<file path="config.mk">
export PLATFORM = sky130hd
export DESIGN_NAME = vga_capture_stream
export DESIGN_NICKNAME = d
export VERILOG_FILES = /design/src/rtl/vga_capture_stream.sv
export SDC_FILE = /design/constraint.sdc
export NUM_CORES = 1
export LEC_CHECK = 0
export CORE_ASPECT_RATIO = 1.5
export CORE_MARGIN = 2
export CORE_UTILIZATION = 60
export CTS_CLUSTER_DIAMETER = 200
export DETAILED_ROUTE_END_ITERATION = 8
export MAX_ROUTING_LAYER = met4
export PLACE_DENSITY = 0.86
export RECOVER_POWER = 50
export SETUP_SLACK_MARGIN = 0.02
export SLEW_MARGIN = 20
export SYNTH_ARGS = -nofsm -noshare
export SYNTH_HDL_FRONTEND = slang
export SYNTH_SLANG_ARGS = --single-unit
</file>
<file path="constraint.sdc">
create_clock -name clk -period 4.1 [get_ports clk]
set_clock_uncertainty 0.1 [all_clocks]
set_input_delay 0.41 -clock clk [delete_from_list [all_inputs] [get_ports clk]]
set_output_delay 0.41 -clock clk [all_outputs]
set_load 0.02 [all_outputs]
</file>
<file path="src/rtl/vga_capture_stream.sv">
//------------------------------------------------------------------------------
// vga_capture_stream
//
// Captures the VGA generator's output bus (sync and colour pins) into a small
// first-word-fall-through FIFO and streams the samples out on a valid/ready
// port. A capture is started by a one-cycle arm pulse. It can start at once or
// wait for the vsync assertion edge. It takes 'length' samples, one every
// decim+1 cycles, and then drains the FIFO before pulsing done. Samples that
// find the FIFO full are dropped, and the sticky overflow flag records this.
//
// Ports:
//   clk        system clock, rising edge
//   rst        asynchronous active-high reset
//   data_in    display bus, sampled every cycle
//   arm        one-cycle start pulse (only honoured while idle)
//   abort      cancel any capture and flush the FIFO
//   trig_mode  0 = trigger immediately, 1 = trigger on vsync assertion edge
//   length     number of samples to take (latched on arm)
//   decim      sample every decim+1 cycles (latched on arm)
//   m_data     output word
//   m_last     word holds sample index length-1
//   m_valid    output word available
//   m_ready    consumer accepts the word
//   busy       high whenever not idle
//   done       one-cycle completion pulse
//   overflow   sticky: at least one sample was dropped since the last arm
//------------------------------------------------------------------------------
module vga_capture_stream #(
    parameter int   DATA_W    = 16,
    parameter int   DEPTH     = 16,
    parameter int   CNT_W     = 20,
    parameter int   VSYNC_BIT = 3,
    parameter logic VSYNC_POL = 1'b0
) (
    input  logic              clk,
    input  logic              rst,
    input  logic [DATA_W-1:0] data_in,
    input  logic              arm,
    input  logic              abort,
    input  logic              trig_mode,
    input  logic [CNT_W-1:0]  length,
    input  logic [3:0]        decim,
    output logic [DATA_W-1:0] m_data,
    output logic              m_last,
    output logic              m_valid,
    input  logic              m_ready,
    output logic              busy,
    output logic              done,
    output logic              overflow
);

    localparam int AW = $clog2(DEPTH);
    localparam logic [AW:0]      PTR_ONE = {{AW{1'b0}}, 1'b1};
    localparam logic [CNT_W-1:0] CNT_ONE = {{(CNT_W-1){1'b0}}, 1'b1};

    typedef enum logic [2:0] {
        ST_IDLE,
        ST_WAIT_TRIG,
        ST_CAPTURE,
        ST_DRAIN,
        ST_DONE
    } state_t;

    state_t            state_q, state_d;
    logic [CNT_W-1:0]  length_q, length_d;
    logic [3:0]        decim_q, decim_d;
    logic [CNT_W-1:0]  sample_cnt_q, sample_cnt_d;
    logic [3:0]        decim_cnt_q, decim_cnt_d;
    logic              vsync_prev_q, vsync_prev_d;
    logic              overflow_q, overflow_d;
    logic [AW:0]       wr_ptr_q, wr_ptr_d;
    logic [AW:0]       rd_ptr_q, rd_ptr_d;

    // FIFO storage: each entry carries the last marker above the sampled bus.
    logic [DATA_W:0]   mem_q [DEPTH];
    logic [DATA_W:0]   rd_word;

    logic              fifo_empty;
    logic              fifo_full;
    logic              pop;
    logic              push_en;
    logic              take_sample;
    logic              vsync_active;
    logic              vsync_edge;
    logic              is_last;
    logic              final_sample;

    // The pointers carry one extra wrap bit, so equal pointers mean empty and
    // a difference only in the wrap bit means full.
    assign fifo_empty = (wr_ptr_q == rd_ptr_q);
    assign fifo_full  = (wr_ptr_q[AW] != rd_ptr_q[AW]) &&
                        (wr_ptr_q[AW-1:0] == rd_ptr_q[AW-1:0]);
    assign pop        = !fifo_empty && m_ready;

    // The vsync edge compares the current pin with the previous cycle's value.
    // The history register resets to the inactive level, so a bus that is
    // already active at the first cycle still counts as an assertion edge.
    assign vsync_active = (data_in[VSYNC_BIT] == VSYNC_POL);
    assign vsync_edge   = vsync_active && (vsync_prev_q != VSYNC_POL);

    assign is_last      = (sample_cnt_q == (length_q - CNT_ONE));
    assign final_sample = ((sample_cnt_q + CNT_ONE) == length_q);

    // Next-state logic. The sample decision is shared by WAIT_TRIG (trigger
    // cycle = sample 0) and CAPTURE (decimated samples). It is resolved after
    // the state case. Abort comes last so that it overrides everything else.
    always_comb begin
        state_d      = state_q;
        length_d     = length_q;
        decim_d      = decim_q;
        sample_cnt_d = sample_cnt_q;
        decim_cnt_d  = decim_cnt_q;
        overflow_d   = overflow_q;
        vsync_prev_d = data_in[VSYNC_BIT];
        take_sample  = 1'b0;
        push_en      = 1'b0;

        case (state_q)
            ST_IDLE: begin
                if (arm) begin
                    length_d     = length;
                    decim_d      = decim;
                    overflow_d   = 1'b0;
                    sample_cnt_d = '0;
                    decim_cnt_d  = '0;
                    state_d      = (length == '0) ? ST_DONE : ST_WAIT_TRIG;
                end
            end
            ST_WAIT_TRIG: begin
                if (!trig_mode || vsync_edge) begin
                    take_sample = 1'b1;
                    decim_cnt_d = '0;
                end
            end
            ST_CAPTURE: begin
                if (decim_cnt_q == decim_q) begin
                    take_sample = 1'b1;
                    decim_cnt_d = '0;
                end else begin
                    decim_cnt_d = decim_cnt_q + 4'd1;
                end
            end
            ST_DRAIN: begin
                // Leave as soon as the FIFO is empty after this cycle's pop,
                // so that done follows the final pop by one cycle.
                if (fifo_empty || (pop && ((rd_ptr_q + PTR_ONE) == wr_ptr_q))) begin
                    state_d = ST_DONE;
                end
            end
            ST_DONE: begin
                state_d = ST_IDLE;
            end
            default: begin
                state_d = ST_IDLE;
            end
        endcase

        // Fullness is judged before any same-cycle pop, so a push into a full
        // FIFO is always dropped. The sample still counts toward the length.
        if (take_sample) begin
            sample_cnt_d = sample_cnt_q + CNT_ONE;
            if (fifo_full) begin
                overflow_d = 1'b1;
            end else begin
                push_en = 1'b1;
            end
            state_d = final_sample ? ST_DRAIN : ST_CAPTURE;
        end

        wr_ptr_d = push_en ? (wr_ptr_q + PTR_ONE) : wr_ptr_q;
        rd_ptr_d = pop     ? (rd_ptr_q + PTR_ONE) : rd_ptr_q;

        if (abort) begin
            state_d      = ST_IDLE;
            length_d     = length_q;
            decim_d      = decim_q;
            sample_cnt_d = '0;
            decim_cnt_d  = '0;
            overflow_d   = overflow_q;
            push_en      = 1'b0;
            wr_ptr_d     = '0;
            rd_ptr_d     = '0;
        end
    end

    // Control registers and FIFO pointers. The reset returns the block to
    // idle, with an empty FIFO and the vsync history at the inactive level.
    always_ff @(posedge clk or posedge rst) begin
        if (rst) begin
            state_q      <= ST_IDLE;
            length_q     <= '0;
            decim_q      <= '0;
            sample_cnt_q <= '0;
            decim_cnt_q  <= '0;
            vsync_prev_q <= ~VSYNC_POL;
            overflow_q   <= 1'b0;
            wr_ptr_q     <= '0;
            rd_ptr_q     <= '0;
        end else begin
            state_q      <= state_d;
            length_q     <= length_d;
            decim_q      <= decim_d;
            sample_cnt_q <= sample_cnt_d;
            decim_cnt_q  <= decim_cnt_d;
            vsync_prev_q <= vsync_prev_d;
            overflow_q   <= overflow_d;
            wr_ptr_q     <= wr_ptr_d;
            rd_ptr_q     <= rd_ptr_d;
        end
    end

    // FIFO storage has no reset. Stale contents never reach the port because
    // the outputs below are gated by m_valid.
    always_ff @(posedge clk) begin
        if (push_en) begin
            mem_q[wr_ptr_q[AW-1:0]] <= {is_last, data_in};
        end
    end

    // The head entry is held until it is popped. A full FIFO refuses pushes,
    // so the head slot is never overwritten while it is valid.
    assign rd_word  = mem_q[rd_ptr_q[AW-1:0]];
    assign m_valid  = !fifo_empty;
    assign m_data   = m_valid ? rd_word[DATA_W-1:0] : '0;
    assign m_last   = m_valid & rd_word[DATA_W];
    assign busy     = (state_q != ST_IDLE);
    assign done     = (state_q == ST_DONE);
    assign overflow = overflow_q;

endmodule
</file>
# == Word level (Yosys, flattened, before mapping) ==
# Memories as Yosys holds them, arrays and structs flattened.
# Index checks and enable logic that the tools add are counted.
# classes
n_addsub,5
eq_ne,16
n_mux,33
bitwise,3
reduce_logical,21
# op_table
cell,count
$mux 20,4
$eq 20x20->1,2
$add 20x1->20 const B,1
$logic_not 20->1,1
$mux 5,4
$sub 20x1->20 const B,1
$mux 16,1
$mux 4,4
$mux 3,5
$mux 1,12
$pmux 4 s3,1
$add 5x1->5 const B,2
$eq 5x5->1,2
$pmux 3 s3,1
$reduce_and 3->1,3
$reduce_bool 3->1,3
$eq 4x4->1,2
$ne 4x4->1 const B,2
$eq 3x2->1 const B,2
$ne 3x3->1 const B,2
$add 4x1->4 const B,1
$logic_and 1x1->1,4
$reduce_bool 2->1,2
$reduce_bool 4->1,1
12 further kinds,15
# word_totals
reg_bits,63
mem_bits_rw,272
input_bits,46
out_inout_bits,21
word_cells,88
n_memories,1
# mem_list
memory,depth,word_bits,read_ports,rd_ports_with_merged_regs,wr,line,source
mem_q,16,17,1,0,1,75,logic [DATA_W:0] mem_q [DEPTH];

# == Depth between registers and ports, before layout ==
# depth
ltp_word,9
mapped_depth,10
depth_no_buf,9

# == Worst setup path before layout ==
# No wires, ideal clock.
# synth_path
path_kind,flip-flop to flip-flop
from,register vsync_prev_q
to,memory mem_q[0][0] (netlist name) (enable)
setup_time_ns,0.412
arrival_ns,2.872
required_ns,3.588
path_slack_ns,0.716
stages_incl_launch_ff,8
n_path_buf,0
period_less_slack_ns,3.384
cell_sequence,dfstp_2 -> nand2b_1 -> a2111oi_2 -> a31oi_1 -> or2_1 -> nor2_1 -> nand2_1 -> nor3_1
# synth_via
elab_chain_len,8
# synth_lines
element,line,source
start: declaration,69,"logic vsync_prev_q, vsync_prev_d;"
start signal: assignment,195,vsync_prev_q <= ~VSYNC_POL;
start signal: assignment,205,vsync_prev_q <= vsync_prev_d;
$logic_and 1x1->1,99,assign vsync_edge = vsync_active && (vsync_prev_q != VSYNC_POL);
$logic_or 1x1->1,130,if (!trig_mode || vsync_edge) begin
$mux 1,130,
$pmux 1 s2,118,case (state_q)
$mux 1,160,if (take_sample) begin
$mux 1,173,if (abort) begin
$mux 1,215,if (push_en) begin
$mux 1 (not written as such),216,"mem_q[wr_ptr_q[AW-1:0]] <= {is_last, data_in};"
end: declaration,75,
# Every way passes these cells.

# == Worst setup path in the final report ==
# layout_path
from,register rd_ptr_q[0]
to,output port m_data[6]
# layout_via
elab_chain_len,2
elab_cells_between_ends,3
classes_between,eq/ne (1); mux (1); memory (1)
# layout_lines
element,line,source
start: declaration,72,"logic [AW:0] rd_ptr_q, rd_ptr_d;"
start signal: assignment,208,rd_ptr_q <= rd_ptr_d;
$mem_v2 16x17 or $eq 5x5->1 (tied branches),n/a,
$mux 16 (*),224,assign m_data = m_valid ? rd_word[DATA_W-1:0] : '0;
end: declaration,43,"output logic [DATA_W-1:0] m_data,"
# Every way passes the cells marked *; elsewhere a longest branch is shown, timed or not.

==> results.md <==
* Number of synthesis warnings at 0
* Initial antenna violation count at 1
* Largest net degree at the start of global routing at 42
* Yosys reg bits at around 340
* Maxcap violations at 1
* Post-cts repair resize count at 0
* P_leak at roughly 5.8 nW
* IO Pins at between 60 and 70
* Largest cells by area after synthesis: edfxtp_1 (55%), mux4_2 (13%), dfrtp_1 (10%)
* Register-to-Register Setup Slack at 0.83 ns
* TNS Setup at 0 ns
* Hold buffer count at CTS at 0
* Most common cell in the netlist: edfxtp_1
* Clock-pin slew on the worst setup and hold paths at roughly 0.070 ns
* Worst vdd ir at roughly 0.00044 V
* Slew HR at -6.029%
* Synth cell count leaders: edfxtp_1 (272), mux4_2 (85), dfrtp_1 (62), nor2_1 (57), o21ai_0 (43)
* Dpl ws at about 0.7 ns
* Row cnt at 70
* Worst Tran Pin Value at approximately 1.6 ns
* Total wire length at 33,650 um
* DR pass1 iterations at 5
* Post-synthesis cell type count at 70
* Initial Util at approximately three fifths
* Most used flip-flop cell after synthesis: edfxtp_1
* Pwr per Cell Area at about 500 nW/um2
* Net Switching at approximately 2.2 mW
* PortBufs at 66
* Layout cells sized above 1 at 22.00%
* Tmin final at around 3.9 ns
* Reg2reg end: mem_q[0][0]$_DFFE_PP_
* Die height at 196.6 um
* Routability-driven placement congestion ratio at 0.8844
* Syn_nets at around 970
* Via Count at 8,559
* Yosys top cell area share at a little under three fifths
* Part of the power in registers at 47.5%
* Worst setup margin at 0.2430 ns
* Post-synth EDFFs at 272
* Total design power at 8.431 mW
* Logic gate share of total power at between 10% and 20%
* Total GRT Usage at 27.00%
* Clk buf depth at 3
* Total gr overflow at 0
* Final Hold Fails at 0
* Critical path startpoint category: flip-flop
* Hold Path Class: in -> reg
* CP endpoint: m_data[6]
* RSZ-0062 raised after global routing: false
* Worst-path maximum fanout at 26
* CP Data Required Time at 3.59 ns
* Cell-internal power at 6.266 mW
* Status: finished with violations
* Register area share after synthesis at 65.71%
* Worst r2r src: vsync_prev_q$_DFF_PP1_
* Core ar. at 24,350 um2
* Syn Inst Count at 912
* Clock Tree Root: clkbuf_16
* Sw frac at 25.68%
* WL per Instance at 25.06 um
* Worst skew pair latency at 0.55 ns
* TritonCTS clock tree: done
* # clock sinks at 335
* Fill cell count at 1,569
* Die ar. at 26,020 um2
* Utilization after layout at 70.09%
* DRC errors left at 0
* Max Clk Rate at about 260 MHz
* Vias in the first global route at 8,857
* Most area-hungry cell type in the Yosys netlist: edfxtp_1
* Clk pwr share at between 30% and 40%
* H-tree depth at 1
* HPWL after detailed placement at around 20,000 um
* Die Width at 132.4 um
* Reg2reg path depth at 8
* Syn Area/Cell at 16.26 um2
* Area grow syn2layout at 15.07%
* Via-per-instance ratio at 6.373
* Postcts setup bufs at 0
* CP startpoint: rd_ptr_q[0]$_DFFE_PP0P_
* Crit. End Element: primary output
* 1st-iter DRT viols at 728
* Ys async rst share at 18.81%
* Post-Synthesis Cell Area at 14,830 um2
* Violated checks: capacitance limit, slew limit
* Crit path kind: reg -> out
* Final setup fails at 0
* Global-route wire length before repair at 51,240 um
* Nets at 1,048
* TritonCTS buffer count at 31
* Slew Limit Fails at 42
* Worst endpoint data arrival time at 3.35 ns
* Routed Antenna Nets at 0
* Fin crit share at 94.07%
worst max-delay path, cell delays in order, from the launching register on:
cell and delay (ns):
dfrtp_4 0.66, buf_12 0.28, mux4_2 0.59, mux4_2 0.52, and2b_1 0.18, clkdlybuf4s50_1 0.53
layer usage:
layer,GRT usage [%],part of all wire [%]
met4,9.877,3.5
met3,2.778,6.5
met1,32.27,35
met5,-,0
met2,47.84,55
how the worst min path moves through the flow:
stage | endpoint | depth (start not counted) | slack [ns] | from
6_report | decim_q[2]$_DFFE_PP0P_ | 2 | 0.37 | decim[2]
5_1_grt | decim_q[3]$_DFFE_PP0P_ | 2 | 0.36 | decim[3]
4_1_cts | decim_q[2]$_DFFE_PP0P_ | 2 | 0.28 | rst
3_5_place_dp | decim_q[1]$_DFFE_PP0P_ | 1 | 0.42 | decim_q[1]$_DFFE_PP0P_
3_3_place_gp | sample_cnt_q[19]$_DFFE_PP0P_ | 1 | 0.40 | sample_cnt_q[19]$_DFFE_PP0P_
2_1_floorplan | vsync_prev_q$_DFF_PP1_ | 0 | 0.31 | data_in[3]
flip-flops by register name (all words and copies together), names as in the netlist:
signal and flops:
decim_cnt_q 4, decim_q 4, length_q 20, mem_q 272
overflow 1, rd_ptr_q 5, sample_cnt_q 20, state_q 3
vsync_prev_q 1, wr_ptr_q 5
final cells by class:
type | count | area, um2 | share of cell area [%]
clock inverter | 13 | 153.9 | 0.9018
clock buffer | 44 | 885.9 | 5.191
timing repair buffer | 101 | 982.2 | 5.755
antenna | 1 | 2.502 | 0.01466
inverter | 12 | 45.04 | 0.2639
multi-input combinational | 513 | 4841 | 28.37
sequential | 335 | 9751 | 57.13
tap | 324 | 405.4 | 2.375
placed cells by master (no fill, tap or decap), types with 6 or more instances in the layout:
cell / n
a21oi_1: 12
a31oi_1: 9
and2b_1: 7
and3_1: 11
buf_4: 27
clkbuf_1: 11
clkbuf_16: 32
clkdlybuf4s50_1: 48
clkinv_2: 6
dfrtp_1: 60
dlygate4sd3_1: 18
edfxtp_1: 272
ha_1: 8
inv_1: 12
mux2_2: 24
mux4_2: 85
nand2_1: 40
nand3_1: 18
nand4_1: 15
nor2_1: 45
nor2_2: 12
nor2b_1: 12
nor3_1: 10
nor3_2: 6
nor4_1: 11
o21ai_0: 42
o31ai_1: 10
xnor2_1: 24
xor2_1: 41
power by group through the flow:
stage	clock [mW]	combinational [mW]	sequential, mW
finish	2.91	1.52	4.01
global route	3.05	1.64	4.03
CTS	2.93	1.50	4.02
detailed placement	0	1.47	4.09
global placement	0	1.43	4.08
floorplan	0	1.11	3.98
through the flow:
| stage | hold WS, ns | instances | instance area [um2] |
|---|---|---|---|
| finish | 0.3695 | 1343 | 17070 |
| global route | 0.3641 | 1343 | 17070 |
| CTS | 0.2793 | 1341 | 17050 |
| detailed placement | 0.4203 | 1284 | 16010 |
| global placement | 0.4047 | 1284 | 16010 |
| floorplan | 0.3145 | 912 | 14830 |
logic make-up (layout without fill, tap and decap cells):
| family | after synthesis | in the layout | share of synthesized area [%] |
|---|---|---|---|
| muxes | 112 | 112 | 14.94 |
| and+or+nand+nor | 222 | 222 | 8.343 |
| adders and majority gates | 8 | 8 | 0.6749 |
| other | 0 | 1 | 0 |
| AOI/OAI and AO/OA | 106 | 106 | 4.547 |
| buffers and inverters | 64 | 170 | 1.949 |
| DFF | 335 | 335 | 65.71 |
| xor gates and xnor gates | 65 | 65 | 3.838 |
(Power assumes the default switching activity.)
==> variant (same flow settings) <==
Make the reset (`rst`) synchronous in one clocked block. Comments in the files are not updated.
--- a/src/rtl/vga_capture_stream.sv
+++ b/src/rtl/vga_capture_stream.sv
@@ -186,5 +186,5 @@
     // Control registers and FIFO pointers. The reset returns the block to
     // idle, with an empty FIFO and the vsync history at the inactive level.
-    always_ff @(posedge clk or posedge rst) begin
+    always_ff @(posedge clk) begin
         if (rst) begin
             state_q      <= ST_IDLE;
Behaviour: differs if rst is asserted again (counterexample within 4 cycles, from zero or initial values and one cycle with rst high); with rst held inactive, the same outputs for 4 cycles.
==> variant against the unedited design <==
- worst setup slack lost 63 ps
- highest routed layer unchanged
- design area shrank 1.3%
- sequential cell count grew 4
- maximum frequency fell by 1.6%
- final cell count up 5.5%
- wire length rose by 1.5%
- die area is 0.65% lower
- area after synthesis down 0.67%
- worst hold slack got worse by 71 ps
- synthesized cell count increased by 11%
Power is not compared: it rests on default switching activity, and its combinational part moved more than twofold at a synthesized area within 25%.
==> variant: results <==
{
  "cp_top_family": "flip-flops",
  "n_fill_cell": 1576,
  "grt_first_pass_wirelength_mm": 52.3,
  "gp_congestion": 0.912,
  "synthXorXnorAreaFrac": 0.0344,
  "vias_per_cell": 6.38,
  "reg2reg_to": "mem_q[12][0]",
  "relSlewSlack": 0.0199,
  "cp_slowest_stage_delay_ps": 750,
  "detailed_place.area_sq_um": 15900,
  "cts_made_buffers": 30,
  "min_path_cells": 3,
  "seq_area_frac_synth": 0.645,
  "synth_compound_area_frac": 0.0621,
  "grt_start_max_net_pins": 43,
  "grt_pass1_vias": 9046,
  "r2r_cells": 6,
  "drt-pass1-iter-count": 4,
  "muxShareOfSynthArea": 0.123,
  "dp.cells": 1360,
  "ff_to_ff_setup_slack_ps": 470,
  "fraction_of_final_layout_cells_with_drive_strength_greater_than_1": 0.170,
  "worst_path_maximum_fanout": 30,
  "worst_path_max_delay_cell": "sky130_fd_sc_hd__dfxtp_4",
  "gr-usage-all-layers": 0.277,
  "place.detailed.hpwl_mm": 22.2,
  "timing.rr.start": "state_q[0]",
  "synthesis.instances": 1008,
  "wl_met3_mm": 2.29,
  "met2_length_mm": 18.4,
  "met1Wirelength_mm": 11.5,
  "power.leakage_nw": 5.25,
  "ys_top_cells_by_count": "sky130_fd_sc_hd__edfxtp_1 (272), sky130_fd_sc_hd__nand2_1 (74), sky130_fd_sc_hd__mux4_2 (68)",
  "global_route.usage.met3": 0.0375,
  "critPathArrivalTime_ps": 3410,
  "worst_setup_path_endpoint": "m_data[15]",
  "cts_setup_buffers": 0,
  "ys_types": 67,
  "max_clock_freq_ghz": 0.255,
  "run_status": "finished, final reports clean",
  "post_drt_wl_per_cell_um": 24.1,
  "hold_path_end": "decim_q[2]",
  "drt_iter0_markers": 721,
  "met2_usage": 0.490,
  "ys_top_cells_by_area": "sky130_fd_sc_hd__edfxtp_1 (55%), sky130_fd_sc_hd__mux4_2 (10%), sky130_fd_sc_hd__dfxtp_1 (9.1%), sky130_fd_sc_hd__nand2_1 (1.9%), sky130_fd_sc_hd__a211oi_1 (1.8%)",
  "layout.nets": 1122,
  "dp_worst_setup_slack_ps": 661,
  "async_flop_share": 0,
  "synth-adder-area-share": 0.00679,
  "gr-usage-met1": 0.303
}
## variant: cell count changes after synthesis, moves of 9 or more
cell,before,now
sky130_fd_sc_hd__nor2b_1,12,21
sky130_fd_sc_hd__nor3_1,14,24
sky130_fd_sc_hd__dfrtp_1,62,0
sky130_fd_sc_hd__a21oi_1,12,50
sky130_fd_sc_hd__o21ai_0,43,18
sky130_fd_sc_hd__nand2_1,40,74
sky130_fd_sc_hd__mux2i_1,2,22
sky130_fd_sc_hd__or3_1,2,11
sky130_fd_sc_hd__mux2_2,24,5
sky130_fd_sc_hd__xor2_1,41,26
sky130_fd_sc_hd__mux4_2,85,68
sky130_fd_sc_hd__a211oi_1,5,36
sky130_fd_sc_hd__dfxtp_1,0,67
## variant: worst reg2reg max path: cells and delay by family, from the launching register on
kind                   cells  cell delay [ps]
AND/OR/NAND/NOR            3             1360
flip-flops                 1              430
AO/OA/AOI/OAI              2             1250
buffers and inverters      1              100
## variant: area by class of cell
class,instances,area (sq um),area share
Inverter,9,33.8,0.00200
Clock buffer,35,855,0.0507
Sequential cell,339,9520,0.565
Clock inverter,21,163,0.00965
Multi-Input combinational cell,593,4930,0.293
Antenna cell,1,2.50,0.000149
Tap cell,324,405,0.0241
Timing Repair Buffer,95,946,0.0561
## variant: cell families after synthesis
logic type                 count (synthesis)
and+or+nand+nor                          294
xor gates and xnor gates                  57
DFF                                      339
muxes                                     95
AOI/OAI and AO/OA                        139
buffers and inverters                     76
adders and majority gates                  8
## variant: through the flow
| stage | hold slack (ps) | utilization | power (W) |
|---|---|---|---|
| finish | 299 | 0.695 | 0.00691 |
| global route | 304 | 0.695 | 0.00708 |
| CTS | 279 | 0.696 | 0.00696 |
| detailed placement | 359 | 0.654 | 0.00416 |
| global placement | 355 | 0.654 | 0.00415 |
| floorplan | 348 | - | 0.00401 |
